===== config.mk =====
export PLATFORM = sky130hd
export DESIGN_NAME = vga_frame_buffer_writer
export DESIGN_NICKNAME = d
export VERILOG_FILES = /design/src/rtl/vga_frame_buffer_writer_pkg.sv /design/src/rtl/vga_fb_bank.sv /design/src/rtl/vga_frame_buffer_writer.sv
export SDC_FILE = /design/constraint.sdc
export NUM_CORES = 1
export LEC_CHECK = 0
export BUFFER_PORTS_ARGS = -buffer_cell sky130_fd_sc_hd__buf_2
export CAP_MARGIN = 15
export CORE_MARGIN = 2
export CORE_UTILIZATION = 62
export CTS_CLUSTER_DIAMETER = 80
export DETAILED_ROUTE_END_ITERATION = 12
export PLACE_DENSITY_LB_ADDON = 0.08
export SLEW_MARGIN = 20
export SYNTH_ARGS = -nofsm -noshare
export SYNTH_HDL_FRONTEND = slang
export SYNTH_SLANG_ARGS = --single-unit

===== constraint.sdc =====
create_clock -name CLK -period 2.99 [get_ports CLK]
set_input_delay 0.299 -clock CLK [delete_from_list [all_inputs] [get_ports CLK]]
set_output_delay 0.299 -clock CLK [all_outputs]
set_load 0.1 [all_outputs]

===== src/rtl/vga_frame_buffer_writer_pkg.sv =====
// Shared widths, reset word, FSM encoding and VSync polarity helper for the VGA frame buffer writer.
package vga_frame_buffer_writer_pkg;

  localparam int         DEF_DW         = 8;
  localparam int         DEF_AW         = 4;
  localparam logic [7:0] DEF_RESET_WORD = 8'h00;

  typedef enum logic [1:0] {
    FILL    = 2'd0,
    WAIT_VS = 2'd1,
    COPY    = 2'd2
  } fb_state_e;

  function automatic logic vs_is_active(input logic vs, input bit active_low);
    return active_low ? ~vs : vs;
  endfunction

endpackage


===== src/rtl/vga_fb_bank.sv =====
// One display bank: 2**AW x DW registers, one synchronous write port, async reset fill.
// Port a serves the display, port b feeds the post-swap copy; both are combinational.
module vga_fb_bank
  import vga_frame_buffer_writer_pkg::*;
#(
  parameter int             DW         = DEF_DW,
  parameter int             AW         = DEF_AW,
  parameter logic [DW-1:0]  RESET_WORD = DW'(DEF_RESET_WORD)
) (
  input  logic          clk,
  input  logic          rst_n,
  input  logic          we,
  input  logic [AW-1:0] waddr,
  input  logic [DW-1:0] wdata,
  input  logic [AW-1:0] raddr_a,
  output logic [DW-1:0] rdata_a,
  input  logic [AW-1:0] raddr_b,
  output logic [DW-1:0] rdata_b
);

  logic [(2**AW)-1:0][DW-1:0] mem;

  always_ff @(posedge clk or negedge rst_n) begin
    if (!rst_n) begin
      mem <= {(2**AW){RESET_WORD}};
    end else if (we) begin
      mem[waddr] <= wdata;
    end
  end

  assign rdata_a = mem[raddr_a];
  assign rdata_b = mem[raddr_b];

endmodule


===== src/rtl/vga_frame_buffer_writer.sv =====
// Double-buffered 16x8 display memory: writes go to the back bank, banks swap at VSync start, then front is copied to back.
// Optional swap counter / overrun flag under VGA_FRAME_BUFFER_SWAPCNT_EN.
module vga_frame_buffer_writer
  import vga_frame_buffer_writer_pkg::*;
#(
  parameter int            DW            = DEF_DW,
  parameter int            AW            = DEF_AW,
  parameter bit            VS_ACTIVE_LOW = 1'b1,
  parameter logic [DW-1:0] RESET_WORD    = DW'(DEF_RESET_WORD)
) (
  input  logic          CLK,
  input  logic          RESET,
  input  logic          WrValid,
  output logic          WrReady,
  input  logic [AW-1:0] WrAddr,
  input  logic [DW-1:0] WrData,
  input  logic          Commit,
  input  logic          VSync,
  input  logic [AW-1:0] MemAddrIN,
  output logic [DW-1:0] MemDataOut,
  output logic          SwapPending,
  output logic          Busy
`ifdef VGA_FRAME_BUFFER_SWAPCNT_EN
  ,
  output logic [7:0]    SwapCount,
  output logic          Overrun
`endif
);

  localparam logic VS_IDLE = VS_ACTIVE_LOW;

  fb_state_e     state, state_nxt;
  logic          front_sel;
  logic [AW-1:0] cp_idx;
  logic          vs_q;
  logic          vs_start;

  logic          back_we;
  logic [AW-1:0] back_waddr;
  logic [DW-1:0] back_wdata;
  logic          take_commit;
  logic          take_swap;

  logic [DW-1:0] rd0_a, rd0_b, rd1_a, rd1_b;
  logic [DW-1:0] cp_data;

  assign vs_start = (vs_q == VS_IDLE) & vs_is_active(VSync, VS_ACTIVE_LOW);

  // front_sel = 1 means bank 1 is displayed and bank 0 is the back bank
  vga_fb_bank #(.DW(DW), .AW(AW), .RESET_WORD(RESET_WORD)) u_bank0 (
    .clk     (CLK),
    .rst_n   (RESET),
    .we      (back_we & front_sel),
    .waddr   (back_waddr),
    .wdata   (back_wdata),
    .raddr_a (MemAddrIN),
    .rdata_a (rd0_a),
    .raddr_b (cp_idx),
    .rdata_b (rd0_b)
  );

  vga_fb_bank #(.DW(DW), .AW(AW), .RESET_WORD(RESET_WORD)) u_bank1 (
    .clk     (CLK),
    .rst_n   (RESET),
    .we      (back_we & ~front_sel),
    .waddr   (back_waddr),
    .wdata   (back_wdata),
    .raddr_a (MemAddrIN),
    .rdata_a (rd1_a),
    .raddr_b (cp_idx),
    .rdata_b (rd1_b)
  );

  assign MemDataOut = front_sel ? rd1_a : rd0_a;
  assign cp_data    = front_sel ? rd1_b : rd0_b;

  always_comb begin
    state_nxt   = state;
    WrReady     = 1'b0;
    Busy        = 1'b0;
    back_we     = 1'b0;
    back_waddr  = WrAddr;
    back_wdata  = WrData;
    take_commit = 1'b0;
    take_swap   = 1'b0;
    case (state)
      FILL: begin
        WrReady = 1'b1;
        back_we = WrValid;
        // a vs_start in this cycle is deliberately not looked at
        if (Commit) begin
          state_nxt   = WAIT_VS;
          take_commit = 1'b1;
        end
      end
      WAIT_VS: begin
        Busy = 1'b1;
        if (vs_start) begin
          state_nxt = COPY;
          take_swap = 1'b1;
        end
      end
      COPY: begin
        Busy       = 1'b1;
        back_we    = 1'b1;
        back_waddr = cp_idx;
        back_wdata = cp_data;
        if (cp_idx == {AW{1'b1}}) begin
          state_nxt = FILL;
        end
      end
      default: begin
        state_nxt = FILL;
      end
    endcase
  end

  always_ff @(posedge CLK or negedge RESET) begin
    if (!RESET) begin
      state       <= FILL;
      front_sel   <= 1'b0;
      cp_idx      <= '0;
      vs_q        <= VS_IDLE;
      SwapPending <= 1'b0;
    end else begin
      state <= state_nxt;
      vs_q  <= VSync;
      if (take_commit) begin
        SwapPending <= 1'b1;
      end
      if (take_swap) begin
        front_sel   <= ~front_sel;
        SwapPending <= 1'b0;
        cp_idx      <= '0;
      end else if (state == COPY) begin
        cp_idx <= cp_idx + 1'b1;
      end
    end
  end

`ifdef VGA_FRAME_BUFFER_SWAPCNT_EN
  always_ff @(posedge CLK or negedge RESET) begin
    if (!RESET) begin
      SwapCount <= 8'd0;
      Overrun   <= 1'b0;
    end else begin
      if (take_swap) begin
        SwapCount <= SwapCount + 8'd1;
      end
      if ((state == WAIT_VS) && Commit) begin
        Overrun <= 1'b1;
      end
    end
  end
`endif

endmodule


==> results of run 1 <==
metal layers:
metal,track usage,up-vias,share of wire
met2,0.5447,1083,0.41
met3,0.1264,128,0.16
li1,-,5240,-
met5,0,-,0.00021
met1,0.6384,6577,0.40
met4,0.1251,2,0.033
sequential cells by signal, summed over array words and instances, names as in the netlist:
register / cells
front_sel: 1
vs_q: 1
cp_idx: 4
u_bank0.mem: 128
state: 2
u_bank1.mem: 128
SwapPending: 1
path summary, 6_finish.rpt:
kind | depth (start not counted) | slack, ps | end
worst max-delay path | 4 | -0.08 | MemDataOut[6]
worst min-delay path | 3 | 30 | SwapPending
worst max register to register | 7 | 220 | u_bank0.mem[98]
worst min register to register | 2 | 500 | SwapPending
max in group asynchronous | 3 | 1750 | u_bank0.mem[34]
min in group asynchronous | 2 | 360 | u_bank1.mem[39]
logic make-up after synthesis:
group,Yosys count,share of synthesized area
and+or+nand+nor,384,0.1017
AOI/OAI and AO/OA,308,0.1817
DFF,265,0.4278
muxes,190,0.2265
buffers and inverters,149,0.05577
adders and majority gates,6,0.004842
xor gates and xnor gates,3,0.001695
synth_stat cells, types with 13 or more instances:
cell type    n
nand2b_1    13
dfrtp_1    264
buf_6       29
buf_2       30
clkbuf_1    54
o221ai_1   243
mux2_2      16
nand3_1     54
o221ai_2    20
mux2i_1     47
nor2_1      24
nand2_1    281
mux4_2     127
cell usage in the layout, fill, tap and decap left out, types with 5 or more instances in the layout:
master and instances:
buf_2 29, mux2_2 16, clkbuf_16 29, o221ai_1 243, o22ai_2 8, and2_1 5
nand2b_1 12, clkbuf_8 8, mux2i_1 47, dfrtp_1 262, clkbuf_1 8, ha_1 6
buf_4 87, nand3_1 54, mux4_2 127, nand2_1 281, a21oi_1 11, buf_12 14
inv_1 8, nor2_1 24, o211ai_1 8, o221ai_2 20, a21o_1 7
area by class of cell:
| cell class | instances | area (µm²) | area share |
|---|---|---|---|
| Clock inverter | 6 | 60.06 | 0.003507 |
| Sequential cell | 265 | 6638 | 0.3876 |
| Tap cell | 324 | 405.4 | 0.02367 |
| Inverter | 8 | 30.03 | 0.001754 |
| Clock buffer | 45 | 865.8 | 0.05056 |
| Multi-Input combinational cell | 891 | 8009 | 0.4677 |
| Antenna cell | 1 | 2.502 | 0.0001461 |
| Timing Repair Buffer | 133 | 1114 | 0.06503 |
power by group through the flow:
stage	Clock (W)	Combinational, W	Sequential (W)
6_report	0.00354	0.00833	0.00682
5_1_grt	0.00367	0.00875	0.00686
4_1_cts	0.00355	0.00815	0.00663
3_5_place_dp	0	0.00813	0.00662
3_3_place_gp	0	0.00793	0.00668
2_1_floorplan	0	0.00628	0.00572
stage by stage:
step                cell area, µm²  power (W)
finish                       17120    0.01868
global route                 17120    0.01928
CTS                          17120    0.01833
detailed placement           16180    0.01475
global placement             16180    0.01461
floorplan                    15500    0.01201
worst max-delay path, cell delays in order (launching register included):
cell and delay, ps:
dfrtp_1 470, mux4_2 500, mux4_2 530, mux2_2 330, buf_2 300
==> run metrics, run 1 <==
hold buffer count at CTS=2; Final Hold Vio Count=0; Chip Width=approximately 160 µm; Post-CTS Setup Inserts=0; Critical Path RT=2690 ps; maxcap violations=0; critical path data arrival time=2690 ps; cell row count=57; Post-Synthesis Net Count=1,332; leakage dissipation=around 7 nW; Critical Setup Path Class=flip-flop to output port; clock network power share=0.189; Die Ht=162.1 µm; clk_lat worst skew=between 500 and 600 ps; Syn Inst Count=roughly 1,300; final setup fails=1; Clock H-tree levels=1; CTS tree=done; global route overflow=0; antenna viol nets, final=0; initial antenna violation count=2; Initial Util=0.6338; vias=13,030; Post-synth EDFFs=0; post-synth top area share=0.4261; status=complete, but fails checks; share of the yosys chip area belonging to registers=0.4278; GPL Wtd Cong=~0.97; clk_skew=17.84 ps; Area growth, synth to finish=10.45%; top cell type by total area after synthesis=dfrtp_1; Port-buffer cells=31; Max VDD drop=1096 µV; headroom to the max-slew limit=0.3838; core footprint=24,460 µm²; # IOs=32; sequential share of power=0.365; number of buffers created by CTS=28; GRT Total Usage=0.4072; logic gate share of total power=0.446; DRC=0; Crit Reg-Reg Startpoint=cp_idx[1]; fill count=1,782; post-route insts no fill=about 1,700; synthesized cell area=15,500 µm²; TritonCTS Sinks=265; Final min period=2990 ps; pre-CTS setup slack=227.3 ps; leading register cell type out of synthesis=dfrtp_1; crit path launch type=flip-flop; Cell Pwr Density=1091 nW/µm²; number of synthesized register bits=265; DR WL/cell=31.28 µm; fin nets=1,354; Min-Delay Startpoint=Commit; Setup TNS Final=-0.08149 ps; worst hold slack=between 20 and 30 ps; synth warn=0; Pint=0.01037 W; FMAX=0.3344 GHz; setup ws final=-0.08149 ps; Clock transition at path regs=70 ps; DRT Wirelength=~52 mm; CP Launch Point=u_bank0.mem[102]; CP endpoint kind=output port; first-pass GRT wire length=~80 mm; initial DRC count=2,303; placed insts=around 1,600; largest net degree at the start of global routing=between 90 and 100; syn_area_per_cell=11.88 µm²; top cells by area, synth=dfrtp_1 (43%), mux4_2 (18%), o221ai_1 (14%); Worst Max-Slew Pin Slew=around 920 ps; post-CTS sizing=0; HP Class=primary input to flip-flop; Sw Share=0.4450; fin util=0.7000; vias in the first global route=12,250; fin. max-slew vios=0; Die ar.=26,290 µm²; fraction of layout cells with a size suffix above 1=0.2626; crit-path max FO=3; period utilization=1.000; DP HPWL=approximately 36 mm; deepest clock path buffer count=3; Psw=~0.0083 W; failing checks=negative setup slack; DRT Pass-1 Iters=8; vias per cell=just under 8; Distinct cells, synth=40; Root Driver=clkbuf_16; RSZ-0062 raised after global routing=no; Async SR Flop Fraction=1.000
Power figures use the tool's default switching activity.
==> run 2, diff against run 1 <==
--- a/config.mk
+++ b/config.mk
@@ -7,8 +7,10 @@
 export LEC_CHECK = 0
 export BUFFER_PORTS_ARGS = -buffer_cell sky130_fd_sc_hd__buf_2
 export CAP_MARGIN = 15
+export CELL_PAD_IN_SITES_DETAIL_PLACEMENT = 1
+export CELL_PAD_IN_SITES_GLOBAL_PLACEMENT = 1
 export CORE_MARGIN = 2
-export CORE_UTILIZATION = 62
+export CORE_UTILIZATION = 52
 export CTS_CLUSTER_DIAMETER = 80
 export DETAILED_ROUTE_END_ITERATION = 12
 export PLACE_DENSITY_LB_ADDON = 0.08
==> run 2 against run 1 <==
  * The run still ends with negative setup slack left
  * Final cell count grew 5.3%
  * Critical path depth did not move
  * Largest power group unchanged
  * Power grew 5.8%
  * Worst setup slack got worse by 1.8 ps
  * Via count up 2.3%
  * Non-clock buffer count grew 18
  * Die area grew 19%
  * Sequential power grew 2%
  * Sequential share of layout area down 0.82 points
  * Count of clock-buffer cells in the layout increased by 1
  * Utilization down 11 points
  * First-iteration DRC count down 22%
==> run metrics, run 2 (synthesis gave the netlist of run 1 again) <==
Clock H-tree levels=1 (unchanged); Max VDD drop=1075 µV (-1.9%); most frequent cells in the layout=nand2_1 (281), dfrtp_1 (261), o221ai_1 (243); crit-path most repeated cell=mux4_2; maxcap violations=0 (unchanged); antenna viol nets, final=0 (unchanged); Initial Util=0.5259 (-0.1079); clk_skew=11.98 ps (-5.866 ps); headroom to the max-slew limit=0.5389 (+0.1551); critical path data arrival time=2690 ps (about the same); largest net degree at the start of global routing=78 (-19%); first-pass GRT wire length=91.44 mm (+15%); RSZ-0062 raised after global routing=no; commonest non-fill, non-tap cell in the layout=nand2_1; crit-path max FO=3 (unchanged); Chip Width=176.7 µm (+9.0%); max incr delay on CP=510 ps (-20 ps); deepest clock path buffer count=3 (unchanged); DP HPWL=42.05 mm (+17%); DRC=0 (unchanged); Area growth, synth to finish=12.87%; Die Ht=176.7 µm (+9.0%); clk_lat worst skew=580 ps (+20 ps); CTS tree=done; leakage dissipation=7.165 nW (+2.0%); Placed Area=16,410 µm² (+1.5%); GPL Wtd Cong=0.9445 (-3.1%); # IOs=32 (unchanged); Post-CTS Setup Inserts=0 (unchanged); fin nets=1,374 (+1.5%); initial antenna violation count=3 (+1); Slowest-stage cell, CP=mux4_2; Root Driver=clkbuf_16; TritonCTS Sinks=265 (unchanged); Clock transition at path regs=60 ps (about the same); cell row count=63 (+11%); Final Hold Vio Count=0 (unchanged); Port-buffer cells=31 (unchanged); worst hold slack=283.4 ps (+257.8 ps); Die ar.=31,210 µm² (+19%); number of buffers created by CTS=30 (+7.1%); DR WL/cell=34.83 µm (+11%); post-route cell area=17,500 µm² (+2.2%); setup ws final=-1.909 ps (-1.828 ps); vias per cell=7.565 (-2.9%); HP Class=primary input to asynchronous set/reset pin; worst path cell trace=mux4_2 -> mux4_2 -> mux2_2 -> buf_2; GRT Total Usage=0.4021 (-0.005171); DRT Pass-1 Iters=5 (-3); Final min period=2992 ps (+1.828 ps); largest delay contributor family on the critical path=multiplexers; vias=13,330 (+2.3%); Cell Pwr Density=1129 nW/µm² (+3.5%); final setup fails=1 (unchanged); fraction of layout cells with a size suffix above 1=0.2752 (+0.01257); core footprint=29,480 µm² (+21%); fill count=2,982 (+67%); Worst Max-Slew Pin Slew=691.6 ps (-232.7 ps); fin. max-slew vios=0 (unchanged); period utilization=1.001 (about the same); global route overflow=0 (unchanged); FMAX=0.3342 GHz (about the same); WP buf/inv=1 (unchanged); Largest regs=u_bank0.mem: 128 flops, u_bank1.mem: 128 flops, cp_idx: 4 flops; failing checks=negative setup slack; vias in the first global route=13,410 (+9.5%); initial DRC count=1,806 (-22%); Critical Path RT=2690 ps (about the same); status=complete, but fails checks; DRT Wirelength=61.37 mm (+17%); CP endpoint kind=output port; Critical Setup Path Class=flip-flop to output port; crit path launch type=flip-flop
[run 2: changes by cell type in the layout (fill, tap and decap cells not counted), sizes merged]
cell         delta
dlygate4sd3     +1
clkbuf          +3
clkinvlp        +1
buf            +15
bufinv          +2
diode           +1
[run 2: stage by stage]
step / TNS, ps / setup slack, ps / std cells / util / total power [W]
global route: 0 / 3.516 / 1760 / 0.5934 / 0.02036
finish: -1.909 / -1.909 / 1762 / 0.5936 / 0.01976
detailed placement: 0 / 182.9 / 1702 / 0.5567 / 0.01539
global placement: 0 / 219.5 / 1702 / 0.5567 / 0.01515
floorplan: 0 / 46.97 / 1305 / - / 0.01201
CTS: 0 / 6.572 / 1760 / 0.5929 / 0.01942
[run 2: cell type report]
class / instances / area (µm²) / area share
multi-input combinational: 891 / 8009 / 0.4577
tap: 390 / 488.0 / 0.02789
timing repair buffer: 151 / 1289 / 0.07365
sequential: 265 / 6639 / 0.3794
inverter: 8 / 30.03 / 0.001716
clock inverter: 9 / 127.6 / 0.007293
clock buffer: 46 / 912.1 / 0.05212
antenna: 2 / 5.005 / 0.0002860
[run 2: final timing paths]
| check | slack (ps) | cells past startpoint | end | startpoint |
|---|---|---|---|---|
| max | -2 | 4 | MemDataOut[1] | u_bank1.mem[33] |
| min | 280 | 2 | u_bank1.mem[33] | RESET |
| max reg2reg | 150 | 8 | u_bank0.mem[44] | cp_idx[0] |
| min reg2reg | 510 | 2 | u_bank1.mem[82] | u_bank1.mem[82] |
| max in group asynchronous | 1820 | 3 | u_bank1.mem[64] | RESET |
| min in group CLK | 280 | 4 | u_bank0.mem[81] | WrData[1] |
[run 2: metal layers]
layer / up-vias / global-route usage / part of all wire
met3: 158 / 0.1052 / 0.12
li1: 5286 / - / -
met2: 889 / 0.5742 / 0.43
met4: 4 / 0.1453 / 0.039
met1: 6993 / 0.5932 / 0.41
met5: - / 0 / 0.00049
[run 2: repair_timing]
| item | in CTS | in global routing |
|---|---|---|
| hold buffers | 3 | 0 |
| gates resized for setup | 0 | 9 |
| endpoints found under the setup margin | 0 | 8 |
| endpoints found under the hold margin | 74 | 0 |
[run 2: power breakdown]
group          internal, W  leakage [nW]  total [W]  switching, W
clock              0.00234         0.502    0.00391       0.00157
combinational      0.00346          3.12    0.00887       0.00541
sequential         0.00496          3.54    0.00698       0.00202
total               0.0108          7.16     0.0198       0.00900
